File: config.mk
export PLATFORM = sky130hd
export DESIGN_NAME = context_switch_ctrl
export DESIGN_NICKNAME = d
export VERILOG_FILES = /design/src/rtl/context_switch_ctrl.sv
export SDC_FILE = /design/constraint.sdc
export NUM_CORES = 1
export LEC_CHECK = 0
export ABC_CLOCK_PERIOD_IN_PS = 3420
export CAP_MARGIN = 15
export CELL_PAD_IN_SITES_DETAIL_PLACEMENT = 0
export CELL_PAD_IN_SITES_GLOBAL_PLACEMENT = 1
export CORE_MARGIN = 5
export CORE_UTILIZATION = 29
export DETAILED_ROUTE_END_ITERATION = 10
export PLACE_DENSITY_LB_ADDON = 0.08
export SLEW_MARGIN = 10
export SYNTH_ARGS = -nofsm -noshare
export SYNTH_HDL_FRONTEND = slang
export SYNTH_SLANG_ARGS = --single-unit
File: constraint.sdc
create_clock -name CLK -period 3.42 [get_ports CLK]
set_input_delay 1.026 -clock CLK [delete_from_list [all_inputs] [get_ports CLK]]
set_output_delay 1.026 -clock CLK [all_outputs]
set_load 0.1 [all_outputs]
File: src/rtl/context_switch_ctrl.sv
// Context-switch sequencer: on quantum expiry or process exit it saves the running
// context to its memory slot, picks the next live PID round-robin, and restores it.
module context_switch_ctrl #(
    parameter int          NUM_PROCS = 8,
    parameter int          PID_W     = 3,
    parameter logic [31:0] CTX_BASE  = 32'h0000_0400
) (
    input  logic                 CLK,
    input  logic                 Reset,
    input  logic                 OutOfQuantum,
    input  logic                 Finalize,
    input  logic [NUM_PROCS-1:0] ProcValid,
    input  logic [31:0]          CurPC,
    output logic [4:0]           RegReadAddr,
    input  logic [31:0]          RegReadData,
    output logic                 RegWrite,
    output logic [4:0]           RegWriteAddr,
    output logic [31:0]          RegWriteData,
    output logic [31:0]          MemAddr,
    output logic                 MemWrite,
    output logic [31:0]          MemWriteData,
    output logic                 MemRead,
    input  logic [31:0]          MemReadData,
    output logic                 Stall,
    output logic                 PREEMP_ON,
    output logic                 PREEMP_OFF,
    output logic                 LoadPC,
    output logic [31:0]          NewPC,
    output logic [PID_W-1:0]     CurPID,
    output logic                 Halted
);

    typedef enum logic [2:0] {IDLE, SAVE, PICK, RESTORE, RESUME} state_t;

    state_t               state, state_nxt;
    logic [5:0]           idx;
    logic [5:0]           idx_m1;
    logic [31:0]          saved_pc;
    logic [PID_W-1:0]     new_pid;
    logic                 exclude_cur;
    logic [NUM_PROCS-1:0] prev_valid;
    logic                 restart, trig_fin, trig_oq;
    logic                 pick_found;
    logic [PID_W-1:0]     pick_pid;
    logic [PID_W-1:0]     cand;

    function automatic logic [31:0] slot_addr(input logic [PID_W-1:0] pid, input logic [4:0] word);
        return CTX_BASE + 32'({pid, word});
    endfunction

    assign idx_m1   = idx - 6'd1;
    assign restart  = Halted && (|(ProcValid & ~prev_valid));
    assign trig_fin = !Halted && Finalize;
    assign trig_oq  = !Halted && OutOfQuantum && !Finalize;

    // Round-robin scan starting after CurPID; CurPID itself is the last candidate
    always_comb begin
        pick_found = 1'b0;
        pick_pid   = CurPID;
        cand       = '0;
        for (int i = 1; i <= NUM_PROCS; i++) begin
            cand = CurPID + PID_W'(i);
            if (!pick_found && ProcValid[cand] && !(exclude_cur && i == NUM_PROCS)) begin
                pick_found = 1'b1;
                pick_pid   = cand;
            end
        end
    end

    always_comb begin
        state_nxt    = state;
        Stall        = 1'b0;
        PREEMP_ON    = 1'b0;
        PREEMP_OFF   = 1'b0;
        LoadPC       = 1'b0;
        MemWrite     = 1'b0;
        MemRead      = 1'b0;
        MemAddr      = 32'd0;
        MemWriteData = 32'd0;
        RegReadAddr  = 5'd0;
        RegWrite     = 1'b0;
        RegWriteAddr = 5'd0;
        RegWriteData = 32'd0;
        case (state)
            IDLE: begin
                Stall = Halted;
                if (restart) begin
                    Stall     = 1'b1;
                    state_nxt = PICK;
                end else if (trig_fin) begin
                    Stall      = 1'b1;
                    PREEMP_OFF = 1'b1;
                    state_nxt  = PICK;
                end else if (trig_oq) begin
                    Stall      = 1'b1;
                    PREEMP_OFF = 1'b1;
                    state_nxt  = SAVE;
                end
            end
            SAVE: begin
                Stall        = 1'b1;
                MemWrite     = 1'b1;
                MemAddr      = slot_addr(CurPID, idx[4:0]);
                RegReadAddr  = idx[4:0];
                MemWriteData = (idx == 6'd0) ? saved_pc : RegReadData;
                if (idx == 6'd31) state_nxt = PICK;
            end
            PICK: begin
                Stall     = 1'b1;
                state_nxt = pick_found ? RESTORE : IDLE;
            end
            RESTORE: begin
                // Memory returns word j-1 in step j; word 0 is the PC, handled in the register block
                Stall = 1'b1;
                if (idx <= 6'd31) begin
                    MemRead = 1'b1;
                    MemAddr = slot_addr(new_pid, idx[4:0]);
                end
                if (idx >= 6'd2) begin
                    RegWrite     = 1'b1;
                    RegWriteAddr = idx_m1[4:0];
                    RegWriteData = MemReadData;
                end
                if (idx == 6'd32) state_nxt = RESUME;
            end
            RESUME: begin
                Stall     = 1'b1;
                LoadPC    = 1'b1;
                PREEMP_ON = 1'b1;
                state_nxt = IDLE;
            end
            default: state_nxt = IDLE;
        endcase
    end

    always_ff @(posedge CLK) begin
        if (Reset) begin
            state       <= IDLE;
            idx         <= 6'd0;
            CurPID      <= '0;
            NewPC       <= 32'd0;
            Halted      <= 1'b0;
            exclude_cur <= 1'b0;
            prev_valid  <= '0;
        end else begin
            state      <= state_nxt;
            prev_valid <= ProcValid;
            case (state)
                IDLE: begin
                    idx         <= 6'd0;
                    exclude_cur <= trig_fin && !restart;
                end
                SAVE:    idx <= (idx == 6'd31) ? 6'd0 : idx + 6'd1;
                PICK: begin
                    idx    <= 6'd0;
                    Halted <= !pick_found;
                end
                RESTORE: begin
                    idx <= idx + 6'd1;
                    if (idx == 6'd1) NewPC <= MemReadData;
                end
                RESUME:  CurPID <= new_pid;
                default: idx <= 6'd0;
            endcase
        end
    end

    always_ff @(posedge CLK) begin
        if (state == IDLE) saved_pc <= CurPC;
        if (state == PICK && pick_found) new_pid <= pick_pid;
    end

endmodule

# After elaboration in Yosys (flattened, before gate mapping)
# Cells that the tools add are included.
# classes
add_sub_neg	11
n_mul	0
div_mod_pow	0
magnitude_cmp	10
eq_ne	10
shift	0
muxes	64
bitwise_logic	2
reduce_logical	32
# ops
operator	n
32-bit 2-to-1 mux	4
3-bit 2-to-1 mux	13
3-bit by 4-bit less-than comparator with 1-bit output, second input constant	8
1-bit 2-to-1 mux	29
11-bit by 8-bit adder with 12-bit output, first input constant	2
1-bit binary-select mux with 3-bit select	8
12-bit case mux with 2 select lines	1
6-bit case mux with 3 select lines	1
5-bit 2-to-1 mux	3
1-bit logical AND	14
3-bit adder, second input constant	4
1-bit zero test	12
12-bit 2-to-1 mux	1
3-bit case mux with 4 select lines	1
8-bit AND	1
8-bit inverter	1
8-bit OR reduction	1
3-bit by 2-bit adder with 3-bit output, second input constant	2
6-bit by 1-bit adder with 6-bit output, second input constant	1
3-bit by 2-bit == test with 1-bit output, second input constant	2
6-bit by 1-bit == test with 1-bit output, second input constant	1
6-bit by 5-bit == test with 1-bit output, second input constant	1
6-bit == test, second input constant	1
6-bit by 2-bit >= comparator with 1-bit output, second input constant	1
other kinds (15)	16
# word_totals
ff_bits	89
latch_bits	0
ramBits	0
romBits	0
in_bits	108
out_inout_bits	149
mem_count	0

# Depth between registers and ports, before layout
# Gate-level depths: netlist of run 1.
# depth
word_depth	28
mapped_depth	10
depth_no_buf	8

# Worst setup path before layout of run 1
# OpenSTA, ideal clock, no wires.
# synth_path
kind	reg2out
start	register state[2]
end	output port MemAddr[0]
arrival_ns	4.015
setup_slack_ns	-1.621
stages_incl_launch_ff	5
path_buffers	1
path_cell_list	dfxtp_1 buf_4 nor2b_1 a21boi_0 and2_1
# synth_via
elab_chain_cells	2
# synth_lines
element	line	source
start, declared	35	state_t state, state_nxt;
start signal, assigned	146	state <= state_nxt;
3-bit by 2-bit == test with 1-bit output / 3-bit by 1-bit == test with 1-bit output (equally long branches)	84	case (state)
12-bit case mux with 2 select lines (*)	84	
end, declared	19	output logic [31:0] MemAddr,
# Mark *: on every way between the ends. The rest lies on a longest branch, timed or not.

# Worst setup path in the final report of run 1
# layout_path
start	register idx[5]
end	output port MemWriteData[31]
# layout_via
elab_chain_cells	3
# layout_lines
element	line	source
start, declared	36	logic [5:0] idx;
start signal, assigned	153	SAVE: idx <= (idx == 6'd31) ? 6'd0 : idx + 6'd1;
start signal, assigned	159	idx <= idx + 6'd1;
6-bit zero test	105	MemWriteData = (idx == 6'd0) ? saved_pc : RegReadData;
32-bit 2-to-1 mux	105	
32-bit 2-to-1 mux	84	
end, declared	21	output logic [31:0] MemWriteData,
# Every way passes these cells.

==> out/results.tsv, run 1 <==
stage	metric	value	unit
outcome	run status	complete, no violations	
detailed_routing	Via density	4.765	
global_routing	first-pass GRT wire length	26650	um
logic_synthesis	sequential share of the synthesized area	42.17	%
timing	min Tclk post-route	3.265	ns
cts	clk buf depth	2	
placement	Port Buffers	233	
flow_run	Max-Cap Viols	0	
logic_synthesis	largest cells by area after synthesis	dfxtp_1 (21%), edfxtp_1 (21%), nand2_1 (11%)	
detailed_routing	remaining antenna violation count	0	
min_path	Hold EP	NewPC[30]	
timing	Final Hold Fails	0	
worst_setup_path	crit path kind	register to output pin	
detailed_routing	WL final	17320	um
die	total die area	0.02018	mm2
global_routing	vias in the first global route	5069	
power_and_ir_drop	Comb pwr share	61.5	%
logic_synthesis	area share of the largest cell type after synthesis	21.38	%
cts	CTS Sinks	89	
timing	Pins Over Slew Limit	0	
global_routing	met3 Use GR	6.418	%
timing	Worst Tran Pin Value	0.7843	ns
detailed_routing	1st-iter DRT viols	152	
global_routing	met2 usage	27.33	%
die	initial core utilization	29.44	%
final_layout	ANT cells	0	
detailed_routing	vias	5008	
detailed_routing	iteration count of the initial detailed-routing pass	4	
logic_synthesis	register bit total from synthesis	89	
cts	Skew-Pair Late Insertion Delay	0.34	ns
final_layout	P&R area growth vs syn	80.08	%
worst_setup_path	FF-to-FF path depth	8	
final_layout	final instance area	0.009105	mm2
power_and_ir_drop	Power Total	6271	uW
timing	max_slew headroom	47.71	%
timing	Setup WS post-layout	0.1548	ns
global_routing	Global Route Usage Sum	16.32	%
power_and_ir_drop	Worst VDD drop	0.4758	mV
global_routing	antenna violations before repair	0	
placement	GP Congestion	0.7873	
logic_synthesis	Synth async-reset ratio	0	%
detailed_routing	WL per Instance	16.48	um
logic_synthesis	yosys warns	0	
logic_synthesis	top-count cell post-synth	nand2_1	
die	IO Pins	257	
die	Chip Height	142.0	um
power_and_ir_drop	Net Sw Frac	49.46	%
die	Chip Width	142.0	um
timing	total negative setup slack	0	ns
detailed_routing	Remaining DRCs	0	
worst_setup_path	Worst Path Arrival	2.24	ns
power_and_ir_drop	Seq pwr share	23.1	%
worst_setup_path	R2R Path Start	CurPID[0]	
power_and_ir_drop	leak pwr	0.003441	uW
placement	pre-CTS WS	-0.07155	ns
die	Site Rows	48	
worst_setup_path	FF-to-FF End	new_pid[2]	
logic_synthesis	Synth Flop Type	dfxtp_1	
final_layout	share of cells above drive strength 1	28.33	%
worst_setup_path	Crit Path Max Fanout	32	
timing	Max Clock Skew	0.006376	ns
worst_setup_path	startpoint types	register	
worst_setup_path	R2R setup slack	0.49	ns
final_layout	Fill cells	1579	
logic_synthesis	post-synthesis cell count	588	
placement	placed standard-cell area	0.008768	mm2
global_routing	total congestion overflow	0	
power_and_ir_drop	Power Density	688.7	mW/mm2
timing	RSZ-0062 raised after global routing	false	
logic_synthesis	top cell type by total area after synthesis	dfxtp_1	
cts	CTS H-Tree Depth	3	
logic_synthesis	Post-synth EDFFs	35	
global_routing	met1 usage	19.21	%
die	Core ar.	0.01718	mm2
worst_setup_path	type of element capturing the critical path	output pin	
cts	CTS tree	yes	
cts	CTS root buffer	clkbuf_16	
global_routing	largest net degree at the start of global routing	41	
worst_setup_path	Crit path required time	2.39	ns
logic_synthesis	Mean Syn Cell Area	8.599	um2
logic_synthesis	Cell Area, Synth	0.005056	mm2
min_path	hold path cells	2	
cts	CTS clk-pin slew, worst paths	0.07	ns
timing	crit share post-route	95.47	%
final_layout	Final Instance Count excl. Fillers	1051	
timing	fmax	306.3	MHz
min_path	worst min-delay path startpoint	NewPC[30]	
min_path	HP Class	register to register	
cts	number of buffers created by CTS	9	
power_and_ir_drop	P_sw	3102	uW
placement	placed instance count	1030	
placement	detailed placement HPWL	13610	um
logic_synthesis	top cells by count, synth	nand2_1 (149), a21oi_1 (72), dfxtp_1 (54), and2_1 (42), edfxtp_1 (35)	
power_and_ir_drop	internal power	3169	uW
power_and_ir_drop	clock network power share	15.4	%
global_routing	Top Usage Layer GRT	met2	
logic_synthesis	Netlist cell types	60	
timing	Setup-failing EPs final	0	
final_layout	# nets final	936	
cells by family after synthesis:
kind of cell             share of synthesized area [%]
AO/OA/AOI/OAI                                    13.86
adder cells (fa/ha/maj)                          1.732
AND/OR/NAND/NOR                                  24.60
XOR/XNOR                                         1.559
buffers and inverters                            7.820
other                                          0.07417
flip-flops                                       42.17
multiplexers                                     8.191
worst max path at each step:
stage / from / to / slack [ns] / cells after the start
6_report: idx[5] / MemWriteData[31] / 0.15 / 7
5_1_grt: idx[5] / MemWriteData[0] / 0.04 / 7
3_5_place_dp: ProcValid[7] / new_pid[2] / -0.07 / 7
2_1_floorplan: idx[2] / MemWriteData[0] / -0.44 / 6
4_1_cts: idx[5] / RegWriteData[26] / -0.13 / 5
3_3_place_gp: ProcValid[6] / new_pid[2] / 0.02 / 7
sequential cells by signal, indices dropped and copies added (netlist names):
signal       count
NewPC           32
saved_pc        32
prev_valid       8
idx              6
CurPID           3
new_pid          3
state            3
Halted           1
exclude_cur      1
power by group through the flow:
| stage | clock network (uW) | registers, uW | logic (uW) |
|---|---|---|---|
| 2_1_floorplan | 0 | 1540 | 2570 |
| 3_3_place_gp | 0 | 1460 | 3860 |
| 3_5_place_dp | 0 | 1470 | 3900 |
| 4_1_cts | 1010 | 1450 | 3900 |
| 5_1_grt | 1040 | 1470 | 4050 |
| 6_report | 966 | 1450 | 3860 |
layer usage:
layer,share of wire (%),vias up
li1,-,2441
met1,41,2333
met2,47,205
met3,9.6,29
met4,2.4,0
met5,0,-
layout by cell type, fill, tap and decap left out, types with 3 or more instances in the layout:
| cell type | netlist | final |
|---|---|---|
| conb_1 | 1 | 23 |
| o21ai_1 | 4 | 4 |
| clkdlybuf4s50_1 | 0 | 106 |
| nand3_1 | 5 | 5 |
| dfxtp_1 | 54 | 52 |
| nand3b_1 | 3 | 3 |
| buf_4 | 25 | 65 |
| clkinvlp_4 | 0 | 4 |
| mux2i_1 | 6 | 6 |
| inv_1 | 14 | 13 |
| nor2_2 | 0 | 3 |
| xor2_1 | 4 | 4 |
| o211ai_1 | 3 | 3 |
| clkbuf_16 | 0 | 9 |
| and2_1 | 42 | 34 |
| a22oi_1 | 4 | 4 |
| xnor2_1 | 5 | 5 |
| nor3_1 | 5 | 4 |
| mux4_1 | 9 | 9 |
| o21ai_0 | 7 | 4 |
| a21oi_4 | 0 | 30 |
| nor2_1 | 26 | 23 |
| nand2b_1 | 4 | 3 |
| a21oi_1 | 72 | 42 |
| nand2_1 | 149 | 149 |
| mux4_2 | 3 | 3 |
| edfxtp_1 | 35 | 35 |
| and2_2 | 0 | 9 |
| buf_12 | 0 | 88 |
| ha_1 | 7 | 7 |
| nand4_1 | 3 | 3 |
| nor2b_1 | 17 | 17 |
| a311oi_1 | 3 | 3 |
layout make-up:
type                    count  area (um2)  share of cell area [%]
repair inverters            1       7.507                 0.08245
repair buffers            260        3316                   36.42
inverters                  15       60.06                  0.6596
clock inverters             6       58.81                  0.6459
clock buffers              10       229.0                   2.515
multi-input cells         445        3018                   33.15
well taps                 225       281.5                   3.092
flip-flops and latches     89        2135                   23.44
timing repair:
| action | 4_1_cts | 5_1_grt |
|---|---|---|
| hold buffers | 0 | 0 |
| cloned | 0 | 1 |
| gates resized for setup | 0 | 4 |
| setup endpoints to repair | 32 | 40 |
| buffers inserted | 0 | 4 |
worst max-delay path, stage by stage, from the launching register on:
cell     delay [ns]
dfxtp_1        0.41
nor4_2         0.39
buf_4          0.19
and2_1         0.17
buf_12         0.18
nand2_1        0.07
a21oi_1        0.26
buf_12         0.22
through the flow:
step                util (%)  hold WS (ns)
floorplan                  -        0.4457
global placement       51.05        0.4437
detailed placement     51.05        0.4476
CTS                    52.72        0.4576
global route           53.01        0.4718
finish                 53.01        0.4556
No activity file was read; power rests on OpenSTA's default activity.
==> run 2: changes to the inputs <==
--- a/config.mk
+++ b/config.mk
@@ -5,12 +5,12 @@
 export SDC_FILE = /design/constraint.sdc
 export NUM_CORES = 1
 export LEC_CHECK = 0
-export ABC_CLOCK_PERIOD_IN_PS = 3420
+export ABC_CLOCK_PERIOD_IN_PS = 2700
 export CAP_MARGIN = 15
 export CELL_PAD_IN_SITES_DETAIL_PLACEMENT = 0
 export CELL_PAD_IN_SITES_GLOBAL_PLACEMENT = 1
 export CORE_MARGIN = 5
-export CORE_UTILIZATION = 29
+export CORE_UTILIZATION = 26
 export DETAILED_ROUTE_END_ITERATION = 10
 export PLACE_DENSITY_LB_ADDON = 0.08
 export SLEW_MARGIN = 10
==> constraint.sdc (replaced) <==
create_clock -name CLK -period 2.7 [get_ports CLK]
set_input_delay 0.81 -clock CLK [delete_from_list [all_inputs] [get_ports CLK]]
set_output_delay 0.81 -clock CLK [all_outputs]
set_load 0.1 [all_outputs]
==> run 2 against run 1 <==
Compared with the run above:
- hold slack worse by 0.0015 ns
- cell area increased by 7.6%
- sequential share of layout area is 1.5 points lower
- sequential cell count stayed put
- core utilization down 2.4 points
- setup slack worse by 0.20 ns
- via count up 0.44%
- global-route usage is 1.0 points lower
- first-iteration DRC count increased by 42%
- wire length grew 5.3%
- highest routed layer unchanged
- the flow now finishes with violations (setup timing)
- total power rose by 38%
==> out/results.tsv, run 2 (synthesis results as in run 1) <==
stage	metric	value	unit
die	initial core utilization	26.15	%
global_routing	met3 Use GR	5.482	%
final_layout	area occupied by multi-input gates	0.003273	mm2
cts	CTS tree	yes	
global_routing	total congestion overflow	0	
global_routing	vias in the first global route	5023	
power_and_ir_drop	clock network power share	14.9	%
worst_setup_path	Crit path required time	1.89	ns
cts	CTS H-Tree Depth	3	
placement	pre-CTS WS	-0.5541	ns
power_and_ir_drop	Comb pwr share	63.3	%
worst_setup_path	Crit Path Max Fanout	33	
worst_setup_path	start point of the critical path	idx[5]	
timing	max_slew headroom	62.22	%
detailed_routing	Remaining DRCs	0	
die	Chip Width	149.5	um
worst_setup_path	Worst Path Arrival	1.94	ns
global_routing	Top Usage Layer GRT	met2	
timing	Pins Over Slew Limit	0	
final_layout	Largest regs	NewPC: 32 flops, saved_pc: 32 flops, prev_valid: 8 flops	
die	IO Pins	257	
final_layout	most common cell after layout, fill and taps aside	nand2_1	
detailed_routing	Via density	4.491	
global_routing	largest net degree at the start of global routing	35	
timing	Final Hold Fails	0	
die	Site Rows	51	
detailed_routing	WL per Instance	16.28	um
timing	Worst Tran Pin Value	0.5524	ns
power_and_ir_drop	P_sw	4255	uW
min_path	worst min-delay path startpoint	NewPC[21]	
timing	Setup-failing EPs final	34	
detailed_routing	remaining antenna violation count	0	
final_layout	commonest cells after routing, fill and taps aside	nand2_1 (124), clkdlybuf4s50_1 (97), buf_12 (95), buf_4 (84), dfxtp_1 (47)	
final_layout	P&R area growth vs syn	93.69	%
final_layout	# nets final	965	
global_routing	antenna violations before repair	0	
timing	min Tclk post-route	2.746	ns
power_and_ir_drop	Power Density	885.9	mW/mm2
power_and_ir_drop	Net Sw Frac	49.05	%
timing	crit share post-route	101.7	%
detailed_routing	1st-iter DRT viols	216	
worst_setup_path	startpoint types	register	
worst_setup_path	type of element capturing the critical path	output pin	
worst_setup_path	crit path kind	register to output pin	
timing	RSZ-0062 raised after global routing	true	
outcome	run status	complete, but fails checks	
worst_setup_path	R2R Path Start	CurPID[0]	
cts	clk buf depth	2	
placement	GP Congestion	0.8460	
global_routing	met1 usage	18.60	%
timing	Max Clock Skew	0.01104	ns
power_and_ir_drop	internal power	4420	uW
detailed_routing	vias	5030	
final_layout	final instance area	0.009793	mm2
die	total die area	0.02234	mm2
placement	detailed placement HPWL	13720	um
cts	CTS Sinks	89	
final_layout	ANT cells	0	
global_routing	Global Route Usage Sum	15.29	%
timing	Setup WS post-layout	-0.04551	ns
detailed_routing	iteration count of the initial detailed-routing pass	4	
final_layout	sequential cell area	0.002146	mm2
cts	number of buffers created by CTS	9	
placement	placed standard-cell area	0.009184	mm2
placement	Port Buffers	233	
final_layout	Fill cells	1802	
timing	fmax	364.2	MHz
power_and_ir_drop	Seq pwr share	21.8	%
final_layout	share of cells above drive strength 1	40.47	%
min_path	HP Class	register to register	
cts	CTS root buffer	clkbuf_16	
detailed_routing	WL final	18230	um
cts	Skew-Pair Late Insertion Delay	0.34	ns
power_and_ir_drop	leak pwr	0.003713	uW
global_routing	met2 usage	25.41	%
cts	hold_buf cts	0	
die	Chip Height	149.5	um
global_routing	first-pass GRT wire length	27130	um
die	Core ar.	0.01933	mm2
cts	CTS clk-pin slew, worst paths	0.06	ns
power_and_ir_drop	Worst VDD drop	0.3847	mV
outcome	failing checks	setup timing	
flow_run	Max-Cap Viols	0	
==> run 2: worst max-delay path, cell delays in order, from the launching register on <==
cell     delay, ns
dfxtp_2       0.33
nor4_4        0.35
buf_4         0.18
a21o_1        0.13
inv_2         0.05
buf_12        0.15
and2_2        0.22
buf_12        0.16
==> run 2: final timing paths <==
| kind | slack [ns] | cells past startpoint | endpoint |
|---|---|---|---|
| setup reg to reg | 0.11 | 9 | new_pid[2] |
| hold / removal | 0.45 | 2 | NewPC[21] |
| hold reg to reg | 0.45 | 2 | NewPC[21] |
| setup / recovery | -0.05 | 7 | RegWriteData[29] |
==> run 2: repair_timing <==
item	4_1_cts	5_1_grt
setup endpoints to repair	83	73
pin swaps	5	29
gates resized for setup	29	47
setup buffers	3	3
endpoints found under the hold margin	0	0
cloned	1	3
==> run 2: layer usage <==
layer / up-vias / wire length [um] / part of all wire, %
met4: 0 / 280 / 1.5
met1: 2329 / 7576 / 42
li1: 2494 / - / -
met2: 190 / 8703 / 48
met3: 17 / 1674 / 9.2
met5: - / 0 / 0
==> run 2: area by class of cell <==
| type | count | share of cell area [%] |
|---|---|---|
| timing repair buffer | 290 | 37.54 |
| clock buffer | 11 | 2.479 |
| inverter | 15 | 0.6260 |
| multi-input combinational | 445 | 33.42 |
| clock inverter | 5 | 0.6388 |
| tap | 265 | 3.386 |
| sequential | 89 | 21.91 |
==> run 2: per-stage QoR <==
stage	total power, uW	setup TNS (ns)	utilization, %	hold WS (ns)	instances
after floorplan	5347	-4.706	-	0.4457	610
after global placement	6931	-3.730	47.50	0.4437	1094
after detailed placement	6965	-4.364	47.50	0.4492	1094
after CTS	8428	-1.997	49.44	0.4589	1114
after global routing	9049	-4.945	50.65	0.4741	1120
final	8675	-0.9495	50.65	0.4541	1120
==> run 2: power by group through the flow <==
stage / logic, uW / registers, uW / clock network (uW)
global placement: 5070 / 1860 / 0
detailed placement: 5100 / 1870 / 0
finish: 5490 / 1890 / 1290
floorplan: 3400 / 1950 / 0
CTS: 5240 / 1840 / 1350
global route: 5730 / 1920 / 1400
==> run 3: changes to the inputs <==
--- a/config.mk
+++ b/config.mk
@@ -5,12 +5,14 @@
 export SDC_FILE = /design/constraint.sdc
 export NUM_CORES = 1
 export LEC_CHECK = 0
+export ABC_AREA = 0
 export ABC_CLOCK_PERIOD_IN_PS = 2700
 export CAP_MARGIN = 15
 export CELL_PAD_IN_SITES_DETAIL_PLACEMENT = 0
 export CELL_PAD_IN_SITES_GLOBAL_PLACEMENT = 1
 export CORE_MARGIN = 5
 export CORE_UTILIZATION = 26
+export CTS_CLUSTER_SIZE = 40
 export DETAILED_ROUTE_END_ITERATION = 10
 export PLACE_DENSITY_LB_ADDON = 0.08
 export SLEW_MARGIN = 10
==> results of run 3 <==
The final DEF is identical to that of run 2; final timing and power are the same.
